===== config.mk =====
export PLATFORM = sky130hd
export DESIGN_NAME = arbiter_porownania
export DESIGN_NICKNAME = d
export VERILOG_FILES = /design/src/rtl/arbiter_porownania.sv
export SDC_FILE = /design/constraint.sdc
export NUM_CORES = 1
export LEC_CHECK = 0
export CAP_MARGIN = 20
export CORE_UTILIZATION = 65
export DETAILED_ROUTE_END_ITERATION = 10
export DONT_BUFFER_PORTS = 1
export PLACE_DENSITY = 0.89
export SLEW_MARGIN = 20
export SYNTH_ARGS = -nofsm -noshare
export SYNTH_HDL_FRONTEND = slang
export SYNTH_SLANG_ARGS = --single-unit

===== constraint.sdc =====
create_clock -name i_clk -period 5 [get_ports i_clk]
set_input_delay 1.5 -clock i_clk [delete_from_list [all_inputs] [get_ports i_clk]]
set_output_delay 1.5 -clock i_clk [all_outputs]
set_load 0.005 [all_outputs]

===== src/rtl/arbiter_porownania.sv =====
// Two-requester arbiter sharing one signed "A > ~B" comparator; IDLE -> EXEC -> DONE per operation.
// Define ARB_ROUND_ROBIN_EN for round-robin tie-breaking; otherwise requester 0 has fixed priority.
module arbiter_porownania #(
  parameter int BITS     = 32,
  parameter int CNT_BITS = 16
) (
  input  logic                i_clk,
  input  logic                i_rst,
  input  logic                i_req0,
  input  logic [BITS-1:0]     i_arg_A0,
  input  logic [BITS-1:0]     i_arg_B0,
  input  logic                i_req1,
  input  logic [BITS-1:0]     i_arg_A1,
  input  logic [BITS-1:0]     i_arg_B1,
  output logic                o_gnt0,
  output logic                o_gnt1,
  output logic                o_done0,
  output logic                o_done1,
  output logic                o_result,
  output logic                o_busy,
  output logic [CNT_BITS-1:0] o_ops_cnt
);

  typedef enum logic [1:0] {IDLE, EXEC, DONE} state_t;

  state_t                   state_q, state_d;
  logic signed [BITS-1:0]   a_q, a_d;
  logic signed [BITS-1:0]   b_q, b_d;
  logic                     gnt0_q, gnt0_d, gnt1_q, gnt1_d;
  logic                     done0_q, done0_d, done1_q, done1_d;
  logic                     result_q, result_d;
  logic                     busy_q, busy_d;
  logic [CNT_BITS-1:0]      cnt_q, cnt_d;
  logic                     win_q, win_d;
  logic                     pick1;

`ifdef ARB_ROUND_ROBIN_EN
  logic                     last_q, last_d;

  // On a tie the requester that was not granted last time wins.
  assign pick1 = i_req1 & (~i_req0 | ~last_q);
`else
  assign pick1 = i_req1 & ~i_req0;
`endif

  always_ff @(posedge i_clk or posedge i_rst) begin
    if (i_rst) begin
      state_q  <= IDLE;
      a_q      <= '0;
      b_q      <= '0;
      gnt0_q   <= 1'b0;
      gnt1_q   <= 1'b0;
      done0_q  <= 1'b0;
      done1_q  <= 1'b0;
      result_q <= 1'b0;
      busy_q   <= 1'b0;
      cnt_q    <= '0;
      win_q    <= 1'b0;
`ifdef ARB_ROUND_ROBIN_EN
      last_q   <= 1'b1;
`endif
    end else begin
      state_q  <= state_d;
      a_q      <= a_d;
      b_q      <= b_d;
      gnt0_q   <= gnt0_d;
      gnt1_q   <= gnt1_d;
      done0_q  <= done0_d;
      done1_q  <= done1_d;
      result_q <= result_d;
      busy_q   <= busy_d;
      cnt_q    <= cnt_d;
      win_q    <= win_d;
`ifdef ARB_ROUND_ROBIN_EN
      last_q   <= last_d;
`endif
    end
  end

  always_comb begin
    state_d  = state_q;
    a_d      = a_q;
    b_d      = b_q;
    gnt0_d   = 1'b0;
    gnt1_d   = 1'b0;
    done0_d  = 1'b0;
    done1_d  = 1'b0;
    result_d = result_q;
    cnt_d    = cnt_q;
    win_d    = win_q;
`ifdef ARB_ROUND_ROBIN_EN
    last_d   = last_q;
`endif
    case (state_q)
      IDLE: begin
        if (i_req0 || i_req1) begin
          win_d   = pick1;
          a_d     = pick1 ? i_arg_A1 : i_arg_A0;
          b_d     = pick1 ? i_arg_B1 : i_arg_B0;
          gnt0_d  = ~pick1;
          gnt1_d  = pick1;
`ifdef ARB_ROUND_ROBIN_EN
          last_d  = pick1;
`endif
          state_d = EXEC;
        end
      end
      EXEC: begin
        // Both operands are signed, so this is a full-width signed compare.
        result_d = (a_q > ~b_q);
        done0_d  = ~win_q;
        done1_d  = win_q;
        cnt_d    = cnt_q + 1'b1;
        state_d  = DONE;
      end
      DONE: begin
        state_d = IDLE;
      end
      default: begin
        state_d = IDLE;
      end
    endcase
    busy_d = (state_d != IDLE);
  end

  assign o_gnt0    = gnt0_q;
  assign o_gnt1    = gnt1_q;
  assign o_done0   = done0_q;
  assign o_done1   = done1_q;
  assign o_result  = result_q;
  assign o_busy    = busy_q;
  assign o_ops_cnt = cnt_q;

endmodule


==> metrics.md <==
| Metric | Value |
|---|---|
| Outcome | `complete, no violations` |
| Wire length of the first global-routing pass | `14000 µm` |
| Net count after synthesis | `609` |
| Dominant cell type by area after synthesis | `sky130_fd_sc_hd__dfrtp_1` |
| FF-to-FF End | `o_result` |
| Input/output buffers | `0` |
| Largest net degree at the start of global routing | `131` |
| Share of Yosys cell area claimed by the top area cell type | `0.480` |
| Number of hold violations in the final report | `0` |
| Number of antenna violations at the first check in global routing | `0` |
| Slowest stage cell on the critical path | `sky130_fd_sc_hd__nor2b_4` |
| Aggregate negative setup slack | `0 ns` |
| Critical path cell sequence | `nor2b_4 -> buf_12 -> mux2i_1 -> o21ai_0` |
| Clock Path Buffers | `2` |
| Synthesis warning total | `0` |
| Fraction of layout instances using a drive strength above 1 | `0.0635` |
| Most heavily used metal layer in global routing | `met2` |
| CTS Hold Bufs | `0` |
| Post_cts resized | `0` |
| Crit-path max cell delay | `0.70 ns` |
| Root Buffer Master | `sky130_fd_sc_hd__clkbuf_8` |
| R2r startpoint | `a_q[30]` |
| Classification of the worst-slack hold path | `register to register` |
| Leading post-synthesis cells by cell area | `sky130_fd_sc_hd__dfrtp_1 (48%), sky130_fd_sc_hd__mux2i_1 (14%), sky130_fd_sc_hd__ha_1 (8.9%)` |
| Met2 routing resource usage after global routing | `0.411` |
| Max-cap check violation count | `0` |
| Worst setup slack after placement | `1.82 ns` |
| Util after Layout | `0.718` |
| Number of antenna repair diodes | `0` |
| Timing-limited maximum frequency | `351 MHz` |
| IO Count | `154` |
| CP arrival | `3.01 ns` |
| Clk pin slew, worst setup/hold paths | `0.08 ns` |
| Total number of H-tree levels | `3` |
| Number of buffers inserted to repair setup after CTS | `0` |
| Routed via count divided by cell count | `5.83` |
| Total clock buffers created by CTS | `9` |
| Initial core utilization | `0.679` |
| Minimum clock period | `2.85 ns` |
| Depth of the most critical reg-to-reg path | `7` |
| Hold Startpoint | `win_q` |
| Final worst clock skew | `0.0155 ns` |
| Routed WL per cell | `16.0 µm` |
| Detailed-route wire length | `8610 µm` |
| Die height | `86.5 µm` |
| Count of nets left with antenna violations after detail routing | `0` |
| Number of distinct standard cells referenced by the synthesized netlist | `37` |
| Starting DRC count in detailed routing | `122` |
| Worst setup startpoint | `i_req1` |
| Flop and latch count out of synthesis | `89` |
| Worst IR drop on VDD | `0.000291 V` |
| Area growth syn-to-layout | `5.86%` |
| Number of global-route vias before repair | `3050` |
| Unrepaired setup endpoints after global routing | `no` |
| Worst setup path class | `input pin to register` |
| Number of rows created at floorplan | `30` |
| Die width | `86.5 µm` |
| CP Max Fanout | `43` |
| Part of the Yosys area used for sequential elements | `0.480` |
| Crit. End Element | `register` |
| Total number of vias | `3133` |
| Aggregate global-route resource usage | `0.239` |
| Max-slew headroom at the worst pin | `0.315` |
| Critical path data required time | `5.16 ns` |
| Number of standard cells after synthesis | `444` |
| Detailed-router iteration count before antenna repair | `6` |
| Power Density | `561 nW/µm²` |
| Final slew viol count | `0` |
| Final setup margin | `2.15 ns` |
| Final worst path period share | `0.569` |
| Setup slack, reg-to-reg | `2.95 ns` |
| Kind of start point of the critical path | `input pin` |
| Worst Hold End | `o_done0` |
| Reported leakage power | `2.24 nW` |
| Later-pin clock latency in the skew report | `0.34 ns` |
| Synth Area per Inst | `10.4 µm²` |
| Netlist area before placement | `4640 µm²` |
| Count of final setup violators | `0` |
| Area of the core | `6830 µm²` |
| Slew at the pin closest to its max-slew limit | `1.03 ns` |
| Final weighted congestion in routability-driven placement | `0.800` |
| Clk sink count | `89` |
| Hold path depth | `1` |
| Remaining routing DRC violations | `0` |
| Met3 track demand over resource | `0.0533` |
| Net count, final | `601` |
| Met1 track utilization from global routing | `0.311` |
| Total overflow reported by the global router | `0` |
| DPL Wire Length | `6410 µm` |
| TritonCTS clock tree | `yes` |
| Die ar. | `7480 µm²` |
-- power by group --
group          switching [W]  internal [W]
combinational       0.000594      0.000416
clock               0.000263      0.000235
sequential          0.000215       0.00103
-- layer usage --
metal | wire [µm] | vias to the layer above
met2 | 4380 | 108
met3 | 414 | 8
li1 | - | 1556
met4 | 74 | 0
met5 | 0 | -
met1 | 3740 | 1461
-- registers in the layout, indices dropped and copies added, names as in the netlist, 2 cells and up --
signal / count
o_ops_cnt: 16
a_q: 32
b_q: 32
state_q: 2
-- metrics by stage --
stage / power, W / hold slack, ns / area [µm²] / std cells
floorplan: 0.00203 / 0.416 / 4640 / 444
global placement: 0.00219 / 0.435 / 4710 / 521
detailed placement: 0.00227 / 0.449 / 4710 / 521
CTS: 0.00278 / 0.460 / 4910 / 537
global route: 0.00301 / 0.481 / 4910 / 537
finish: 0.00275 / 0.467 / 4910 / 537
-- critical path, delay by kind of cell --
kind	cells	cell delay (ns)
buffers and inverters	1	0.35
AOI/OAI and AO/OA	1	0.12
muxes	1	0.28
and+or+nand+nor	1	0.70
-- layout make-up --
class	instances	area (µm²)
Multi-Input combinational cell	325	2290
Timing Repair Buffer	3	35.0
Fill cell	518	1920
Inverter	8	36.3
Clock inverter	7	78.8
Clock buffer	9	124
Tap cell	96	120
Sequential cell	89	2230
-- cell usage after synthesis, drive strengths merged --
cell type	number
nand3	9
or3	1
a21o	4
a221o	1
nor4	2
nor2	6
a31oi	1
clkinv	1
a221oi	1
a211oi	1
nand2b	1
mux2i	64
nor3	3
inv	7
clkbuf	8
and3	1
nand4	12
a2bb2oi	1
dfrtp	89
ha	33
a2111oi	1
a21oi	12
nor2b	2
o211ai	1
and2	2
nor3b	1
xnor2	12
nand2	80
and2b	1
o31ai	1
o21ai	67
xor2	3
buf	14
o2bb2a	1
-- worst max path at each step --
stage | end | slack (ns) | cells after the start
6_report | a_q[16] | 2.15 | 4
5_1_grt | a_q[16] | 2.12 | 4
4_1_cts | a_q[16] | 2.18 | 4
3_5_place_dp | a_q[16] | 1.82 | 4
3_3_place_gp | a_q[31] | 1.90 | 4
2_1_floorplan | a_q[0] | 1.19 | 1
-- kinds of logic (layout without fill, tap and decap cells) --
logic type	count (synthesis)	count (layout)	share of synthesized area
xor+xnor	15	15	0.0283
compound gates	92	92	0.110
mux	64	64	0.138
buf+inv	30	27	0.0305
flops	89	89	0.480
fa+ha+maj	33	33	0.0890
simple gates	121	121	0.124
-- cells in the final DEF (no fill, tap or decap), drive strengths merged, types with 4 or more instances in the layout --
master  count
a21o        4
a21oi      12
clkbuf      9
clkinv      4
dfrtp      89
ha         33
inv         7
mux2i      64
nand2      80
nand3       9
nand4      12
nor2        6
o21ai      67
xnor2      12
Power figures use the tool's default switching activity.
